==> src/rtl/steering_pkg.sv <==
// Shared widths, default tuning constants and data types for the joystick-to-servo
// conditioning path.
package steering_pkg;

  localparam int unsigned RAW_W   = 10;
  localparam int unsigned SERVO_W = 11;
  localparam int unsigned SUM_W   = 12;

  localparam int unsigned CENTER_DEF    = 512;
  localparam int unsigned DEADZONE_DEF  = 24;
  localparam int unsigned MAX_STEP_DEF  = 16;
  localparam int unsigned SERVO_OFS_DEF = 1000;

  typedef logic [RAW_W-1:0]   raw_t;
  typedef logic [SERVO_W-1:0] servo_t;
  typedef logic [SUM_W-1:0]   sum_t;

endpackage

==> src/rtl/axis_cond.sv <==
// One joystick axis: 4-sample moving average, deadzone snap to centre, slew-rate
// limit, then offset into servo pulse-width microseconds.
module axis_cond
  import steering_pkg::*;
#(
  parameter int unsigned CENTER    = CENTER_DEF,
  parameter int unsigned DEADZONE  = DEADZONE_DEF,
  parameter int unsigned MAX_STEP  = MAX_STEP_DEF,
  parameter int unsigned SERVO_OFS = SERVO_OFS_DEF
) (
  input  logic               clk,
  input  logic               rst,
  input  logic               s1_en,
  input  logic               s2_en,
  input  logic               s3_en,
  input  logic [RAW_W-1:0]   raw,
  output logic [SERVO_W-1:0] servo
);

  localparam int unsigned DW = RAW_W + 1;

  localparam raw_t                 CEN_R     = RAW_W'(CENTER);
  localparam raw_t                 STEP_R    = RAW_W'(MAX_STEP);
  localparam logic signed [DW-1:0] CEN_S     = DW'(CENTER);
  localparam logic signed [DW-1:0] DZ_S      = DW'(DEADZONE);
  localparam logic signed [DW-1:0] STEP_S    = DW'(MAX_STEP);
  localparam servo_t               OFS_V     = SERVO_W'(SERVO_OFS);
  localparam servo_t               SERVO_MAX = SERVO_W'(SERVO_OFS + (1 << RAW_W) - 1);

  raw_t                 hist_q [4];
  sum_t                 sum_q, sum_d;
  raw_t                 avg;
  logic signed [DW-1:0] off, off_abs;
  raw_t                 target_d, target_q;
  logic signed [DW-1:0] d;
  raw_t                 cur_d, cur_q;
  servo_t               servo_d, servo_q;

  // Running sum drops the oldest slot so it never needs a full re-add.
  assign sum_d = sum_q + sum_t'(raw) - sum_t'(hist_q[3]);

  always_comb begin
    avg      = sum_q[SUM_W-1:2];
    off      = signed'({1'b0, avg}) - CEN_S;
    off_abs  = off[DW-1] ? -off : off;
    target_d = (off_abs <= DZ_S) ? CEN_R : avg;
  end

  always_comb begin
    d = signed'({1'b0, target_q}) - signed'({1'b0, cur_q});
    if (d > STEP_S)       cur_d = cur_q + STEP_R;
    else if (d < -STEP_S) cur_d = cur_q - STEP_R;
    else                  cur_d = target_q;
    servo_d = servo_t'(cur_d) + OFS_V;
  end

  always_ff @(posedge clk) begin
    if (rst) begin
      for (int unsigned i = 0; i < 4; i++) hist_q[i] <= CEN_R;
      sum_q    <= SUM_W'(4 * CENTER);
      target_q <= CEN_R;
      cur_q    <= CEN_R;
      servo_q  <= SERVO_W'(SERVO_OFS + CENTER);
    end else begin
      if (s1_en) begin
        sum_q     <= sum_d;
        hist_q[0] <= raw;
        for (int unsigned i = 1; i < 4; i++) hist_q[i] <= hist_q[i-1];
      end
      if (s2_en) target_q <= target_d;
      if (s3_en) begin
        cur_q   <= cur_d;
        servo_q <= servo_d;
      end
    end
  end

  assign servo = servo_q;

  // The slewed value stays within raw range, so no output clamp is built.
  assert property (@(posedge clk) disable iff (rst)
    (servo_q >= OFS_V) && (servo_q <= SERVO_MAX));

endmodule

==> src/rtl/jstk_axis_conditioner.sv <==
// Conditions raw JSTK2 X/Y samples into servo pulse widths; both axes share one
// 3-stage valid pipeline.
module jstk_axis_conditioner
  import steering_pkg::*;
#(
  parameter int unsigned CENTER    = CENTER_DEF,
  parameter int unsigned DEADZONE  = DEADZONE_DEF,
  parameter int unsigned MAX_STEP  = MAX_STEP_DEF,
  parameter int unsigned SERVO_OFS = SERVO_OFS_DEF
) (
  input  logic               clk,
  input  logic               rst,
  input  logic               sample_valid,
  input  logic [RAW_W-1:0]   x_raw,
  input  logic [RAW_W-1:0]   y_raw,
  output logic [SERVO_W-1:0] x_servo,
  output logic [SERVO_W-1:0] y_servo,
  output logic               servo_valid
);

  logic [2:0] vld_q;

  always_ff @(posedge clk) begin
    if (rst) vld_q <= '0;
    else     vld_q <= {vld_q[1:0], sample_valid};
  end

  axis_cond #(
    .CENTER   (CENTER),
    .DEADZONE (DEADZONE),
    .MAX_STEP (MAX_STEP),
    .SERVO_OFS(SERVO_OFS)
  ) u_x (
    .clk  (clk),
    .rst  (rst),
    .s1_en(sample_valid),
    .s2_en(vld_q[0]),
    .s3_en(vld_q[1]),
    .raw  (x_raw),
    .servo(x_servo)
  );

  axis_cond #(
    .CENTER   (CENTER),
    .DEADZONE (DEADZONE),
    .MAX_STEP (MAX_STEP),
    .SERVO_OFS(SERVO_OFS)
  ) u_y (
    .clk  (clk),
    .rst  (rst),
    .s1_en(sample_valid),
    .s2_en(vld_q[0]),
    .s3_en(vld_q[1]),
    .raw  (y_raw),
    .servo(y_servo)
  );

  assign servo_valid = vld_q[2];

endmodule

==> config.mk <==
export PLATFORM = sky130hd
export DESIGN_NAME = jstk_axis_conditioner
export DESIGN_NICKNAME = d
export VERILOG_FILES = /design/src/rtl/steering_pkg.sv /design/src/rtl/axis_cond.sv /design/src/rtl/jstk_axis_conditioner.sv
export SDC_FILE = /design/constraint.sdc
export NUM_CORES = 1
export LEC_CHECK = 0
export CORE_MARGIN = 3
export CORE_UTILIZATION = 35
export CTS_CLUSTER_SIZE = 16
export DETAILED_ROUTE_END_ITERATION = 12
export PLACE_DENSITY = 0.56
export SLEW_MARGIN = 40
export SYNTH_ARGS = -nofsm -noshare
export SYNTH_HDL_FRONTEND = slang
export SYNTH_SLANG_ARGS = --single-unit
==> constraint.sdc <==
create_clock -name clk -period 4.3 [get_ports clk]
set_input_delay 0.43 -clock clk [delete_from_list [all_inputs] [get_ports clk]]
set_output_delay 0.43 -clock clk [all_outputs]
set_load 0.01 [all_outputs]
# --- Word level (Yosys, flattened, before mapping) ---
# Memory sizes are Yosys's and may differ from the RTL's.
# Cells that the tools add are included.
classes:
  bitwise_logic: 8
  n_mux: 21
  n_lt_le_gt_ge: 6
  add_sub_neg: 16
ops:
  columns: ["cell", "count"]
  rows:
  - ["2-to-1 mux 10 bit", 14]
  - ["adder 12 x 10 -> 12 bit", 2]
  - ["subtractor 12 x 10 -> 12 bit", 2]
  - ["adder 10 x 10 -> 11 bit, second input constant", 2]
  - ["greater-than comparator 11 x 6 -> 1 bit, second input constant", 2]
  - ["<= comparator 11 x 6 -> 1 bit, second input constant", 2]
  - ["< comparator 11 x 5 -> 1 bit, second input constant", 2]
  - ["2-to-1 mux 11 bit", 2]
  - ["negator 11 bit", 2]
  - ["subtractor 10 x 10 -> 11 bit", 2]
  - ["subtractor 10 x 10 -> 11 bit, second input constant", 2]
  - ["adder 10 x 5 -> 10 bit, second input constant", 2]
  - ["subtractor 10 x 5 -> 10 bit, second input constant", 2]
  - ["bitwise OR 1 bit", 8]
  - ["2-to-1 mux 1 bit", 5]
totals:
  mem_count: 2
  regBits: 89
  out_inout_bits: 23
  mem_bits_rw: 80
mem_list:
  columns: ["memory", "depth", "width", "rd", "rd_ports_with_merged_regs", "wr", "line", "source"]
  rows:
  - ["u_x.hist_q", 4, 10, 4, 0, 4, "axis_cond.sv:30", "raw_t hist_q [4];"]
  - ["u_y.hist_q", 4, 10, 4, 0, 4, "axis_cond.sv:30", null]

# --- Logic depth before layout (Yosys ltp) ---
depth:
  ltp_word: 5
  depth_mapped: 17

# --- Hierarchy ---
# Synthesis repeated with hierarchy kept, for this count alone.
hier_totals:
  hier_cells: 985
  area_unflattened_um2: 9412.8
by_module_without_submodules:
  columns: ["module", "cells_per_inst", "seq_area_each_um2", "instances", "area_each_um2"]
  rows:
  - ["axis_cond at u_y", 490, 2001.9, 1, 4668.2]
  - ["axis_cond at u_x", 489, 2001.9, 1, 4665.7]
  - ["jstk_axis_conditioner", 6, 60.1, 1, 78.8]

# --- Least setup slack after synthesis ---
# OpenSTA, ideal clock, no wires.
synth_path:
  kind: "register to register"
  startpoint: "reg u_y.target_q[0]"
  endpoint: "reg u_y.servo_q[9] (netlist: u_y.servo[9])"
  t_arrival_ps: 3448
  path_slack_ps: 790
  n_path_buf: 1
  t_required_ps: 4238
  path_stages_with_launch: 17
  setup_ps: 62
  path_cell_list: "dfxtp_1 inv_1 ha_1 inv_1 fa_1 a211oi_2 o21bai_1 a21oi_1 xor2_1 or4_4 a2bb2o_4 buf_12 o21ai_0 ha_1 nand4b_1 or4_1 nand3_1"
synth_between:
  elab_chain_cells: 5
synth_rtl:
  columns: ["item", "line", "source"]
  rows:
  - ["start: declaration", "axis_cond.sv:34", "raw_t target_d, target_q;"]
  - ["start signal: assignment", "axis_cond.sv:70", "if (s2_en) target_q <= target_d;"]
  - ["subtractor 10 x 10 -> 11 bit", "axis_cond.sv:50", "d = signed'({1'b0, target_q}) - signed'({1'b0, cur_q});"]
  - ["< comparator 11 x 5 -> 1 bit", "axis_cond.sv:52", "else if (d < -STEP_S) cur_d = cur_q - STEP_R;"]
  - ["2-to-1 mux 10 bit", "axis_cond.sv:52", null]
  - ["2-to-1 mux 10 bit (*)", "axis_cond.sv:51", "if (d > STEP_S) cur_d = cur_q + STEP_R;"]
  - ["adder 10 x 10 -> 11 bit (*)", "axis_cond.sv:54", "servo_d = servo_t'(cur_d) + OFS_V;"]
  - ["end signal: assignment", "axis_cond.sv:63", "servo_q <= SERVO_W'(SERVO_OFS + CENTER);"]
  - ["end signal: assignment", "axis_cond.sv:73", "servo_q <= servo_d;"]
  - ["end: declaration", "axis_cond.sv:37", "servo_t servo_d, servo_q;"]
# Mark *: on every way between the ends. The rest lies on a longest branch, timed or not.
# A chain may end at the register's enable or synchronous reset.

# --- Worst setup path after layout ---
layout_path:
  startpoint: "reg u_y.target_q[0]"
  endpoint: "reg u_y.servo_q[8] (netlist: u_y.servo[8])"
# The elaborated chain is that of the path after synthesis.

==> summary.txt <==
gr usage total = 0.145
chip width = 172 um
period utilization = 0.894
area taken by flip-flops and latches = 0.00406 mm2
die area = 0.0296 mm2
predominant post-synthesis flop cell = dfxtp_1
Max-Cap Viols = 0
Overall Power = 6430 uW
number of global-route vias before repair = 6,648
initial core utilization = 0.357
leak pwr = 0.00450 uW
Worst Setup End Kind = register
clock group share of total power = 0.252
status = finished clean
reg2reg start = u_y.target_q[0]$_SDFFE_PP0P_
Hold Path Class = primary input to register
Post-DP HPWL = 15,000 um
f_max = 0.260 GHz
Vias/cell = 5.04
Die Y = 172 um
EDFF count, synth = 80
Clock Skew = 0.0132 ns
synthesized flop and latch total = 163
Combinational Power Share = 0.434
Int Pwr = 3920 uW
wire length per cell = 14.9 um
post-CTS sizing = 0
CTS tree = yes
unrepaired setup endpoints after global routing = false
Crit Path Max Fanout = 5
drt total wl = 20,900 um
initial antenna violation count = 0
critical path launch point = u_y.target_q[0]$_SDFFE_PP0P_
R2R cell count = 14
Distinct cells, synth = 87
Final ANT Viol Nets = 0
Cell Area, Synth = 0.00965 mm2
critical path class = register to register
Root Driver = clkbuf_16
signal arrival time at the worst endpoint = 4.16 ns
nature of the critical path startpoint = register
CTS max path bufs = 2
drt first-iter violations = 508
n_diodes = 0
post-synthesis instance total = 1,017
global-route wire length before repair = 34,300 um
Req. time, crit path = 4.62 ns
Worst Max-Slew Pin Slew = 0.797 ns
TritonRoute pass-1 iters = 7
Syn. warnings = 0
# setup viols final = 0
asr flop ratio synth = 0
CTS H-tree lvls = 4
I/O pin count = 46
Period minus WS final = 3.84 ns
syn avg cell area = 9.49 um2
Hold Crit Start = rst
area of the core = 0.0270 mm2
row cnt = 60
worst IR drop on VDD = 233 uV
post-synthesis sequential area ratio = 0.421
gp weighted congestion = 0.869
Num Clock Sinks = 163
setup TNS = 0 ns
worst rel slew slack = 0.468
switch share = 0.391
Clock Latency Late Sink = 0.43 ns
area grow syn2layout = 14.6%
share of power burned in registers = 0.314
port bufs = 45
P_sw = 2510 uW
via count of the routed design = 7,080
post-synth net total = 1,114
number of remaining DRC errors = 0
Final Slew Violations = 0
fraction of layout cells with a size suffix above 1 = 0.0696
area of the multi-input gates = 0.00492 mm2
largest net degree at the start of global routing = 79
grt ovf = 0
cts bufs inserted = 17
pwr/cell area = 581 mW/mm2
Final Hold Viols = 0
Post-CTS Hold Fix Bufs = 0
setup repair bufs after CTS = 0
fill count = 2,651
Nets = 1,147
worst hold path cell count = 2
most common cell after layout, fill and taps aside = inv_1
commonest non-fill, non-tap cells in the layout = 127 x inv_1, 89 x nor2_1, 83 x dfxtp_1
Clock transition at path regs = 0.07 ns
-- critical path, cell delays in order, from the launching register on --
cell and delay (ns):
dfxtp_1 0.31, inv_1 0.07, ha_1 0.16, inv_1 0.05, fa_1 0.42, a211oi_2 0.31
o21bai_2 0.21, xnor2_1 0.14, a32oi_1 0.13, and4_2 0.29, a21oi_1 0.48, a221o_1 0.33
o21ai_1 0.12, or3_1 0.35, a311o_1 0.34
-- sequential cells by signal, indices dropped and copies added, names as in the netlist --
signal and flops:
u_x.cur_q 7, u_x.hist_q 40, u_x.servo 11, u_x.sum_q 12
u_x.target_q 10, u_y.cur_q 7, u_y.hist_q 40, u_y.servo 11
u_y.sum_q 12, u_y.target_q 10, vld_q 3
-- metrics by stage --
step	setup slack [ns]	std cells	cell area, um2	hold WS [ns]	util
floorplan	0.790	1017	9650	0.454	-
global placement	0.445	1371	10400	0.439	0.385
detailed placement	0.370	1372	10400	0.448	0.386
CTS	0.460	1404	11100	0.336	0.409
global route	0.190	1404	11100	0.358	0.409
finish	0.457	1404	11100	0.357	0.409
-- area by class of cell --
type / instances / area share
clock inverters: 15 / 0.0181
flip-flops and latches: 163 / 0.367
repair buffers: 57 / 0.0501
multi-input cells: 683 / 0.444
clock buffers: 17 / 0.0384
inverters: 128 / 0.0434
well taps: 341 / 0.0386
-- cells by family (layout without fill, tap and decap cells) --
logic type / Yosys count / in the layout / share of synthesized area
xor gates and xnor gates: 31 / 31 / 0.0281
DFF: 163 / 163 / 0.421
muxes: 20 / 20 / 0.0213
adders and majority gates: 74 / 74 / 0.113
and+or+nand+nor: 338 / 338 / 0.184
buffers and inverters: 171 / 217 / 0.0706
AOI/OAI and AO/OA: 220 / 220 / 0.162
-- power groups by stage --
stage	logic (uW)	clock network, uW	registers (uW)
finish	2790	1620	2020
global route	3180	1720	2040
CTS	2810	1660	2020
detailed placement	2790	0	2060
global placement	2770	0	2050
floorplan	2200	0	1970
-- Yosys cell counts, types with 3 or more instances --
library cell,count,area [um2]
o21ai_1,4,20.0
a211oi_1,11,82.6
xor2_1,8,70.1
o21ai_0,37,185
buf_1,3,11.3
a41oi_1,3,26.3
a21o_1,9,67.6
o21a_1,8,60.1
a32o_1,5,50.1
nand2b_1,8,50.1
dfxtp_1,83,1660
nand3_1,16,80.1
nand2_1,50,188
edfxtp_1,80,2400
o221ai_1,3,26.3
and3_1,5,31.3
clkbuf_1,32,120
a2bb2oi_1,6,52.6
and2_1,59,369
or3_1,16,100
inv_1,128,480
nor3b_1,6,45.0
fa_1,22,440
nand3b_1,4,30.0
mux2i_1,19,190
a21oi_1,56,280
nor2_1,90,338
nor3_1,34,170
nand4_1,5,31.3
o2111ai_1,5,43.8
o21bai_1,5,37.5
buf_4,6,45.0
ha_1,52,651
nor4_1,5,31.3
o41ai_1,7,61.3
xnor2_1,23,201
a31oi_1,7,43.8
o211ai_1,5,37.5
o31a_1,4,35.0
a211o_1,4,35.0
nor2b_1,19,119
or2_2,4,25.0
a21boi_0,9,67.6
-- worst paths after layout --
check	slack [ns]	endpoint
max reg2reg	0.46	u_y.servo[8]$_SDFFE_PP1P_
min reg2reg	0.45	u_x.servo[3]$_SDFFE_PP1P_
max	0.46	u_y.servo[8]$_SDFFE_PP1P_
min	0.36	u_y.cur_q[4]$_SDFFE_PP0P_
-- routing by layer --
metal | global-route usage | wire (um) | vias up
met3 | 0.0251 | 577 | 8
met4 | 0.0333 | 146 | 0
met5 | 0 | 0 | -
met2 | 0.245 | 9900 | 92
met1 | 0.194 | 10200 | 3363
li1 | - | - | 3617
(Power assumes the default switching activity.)
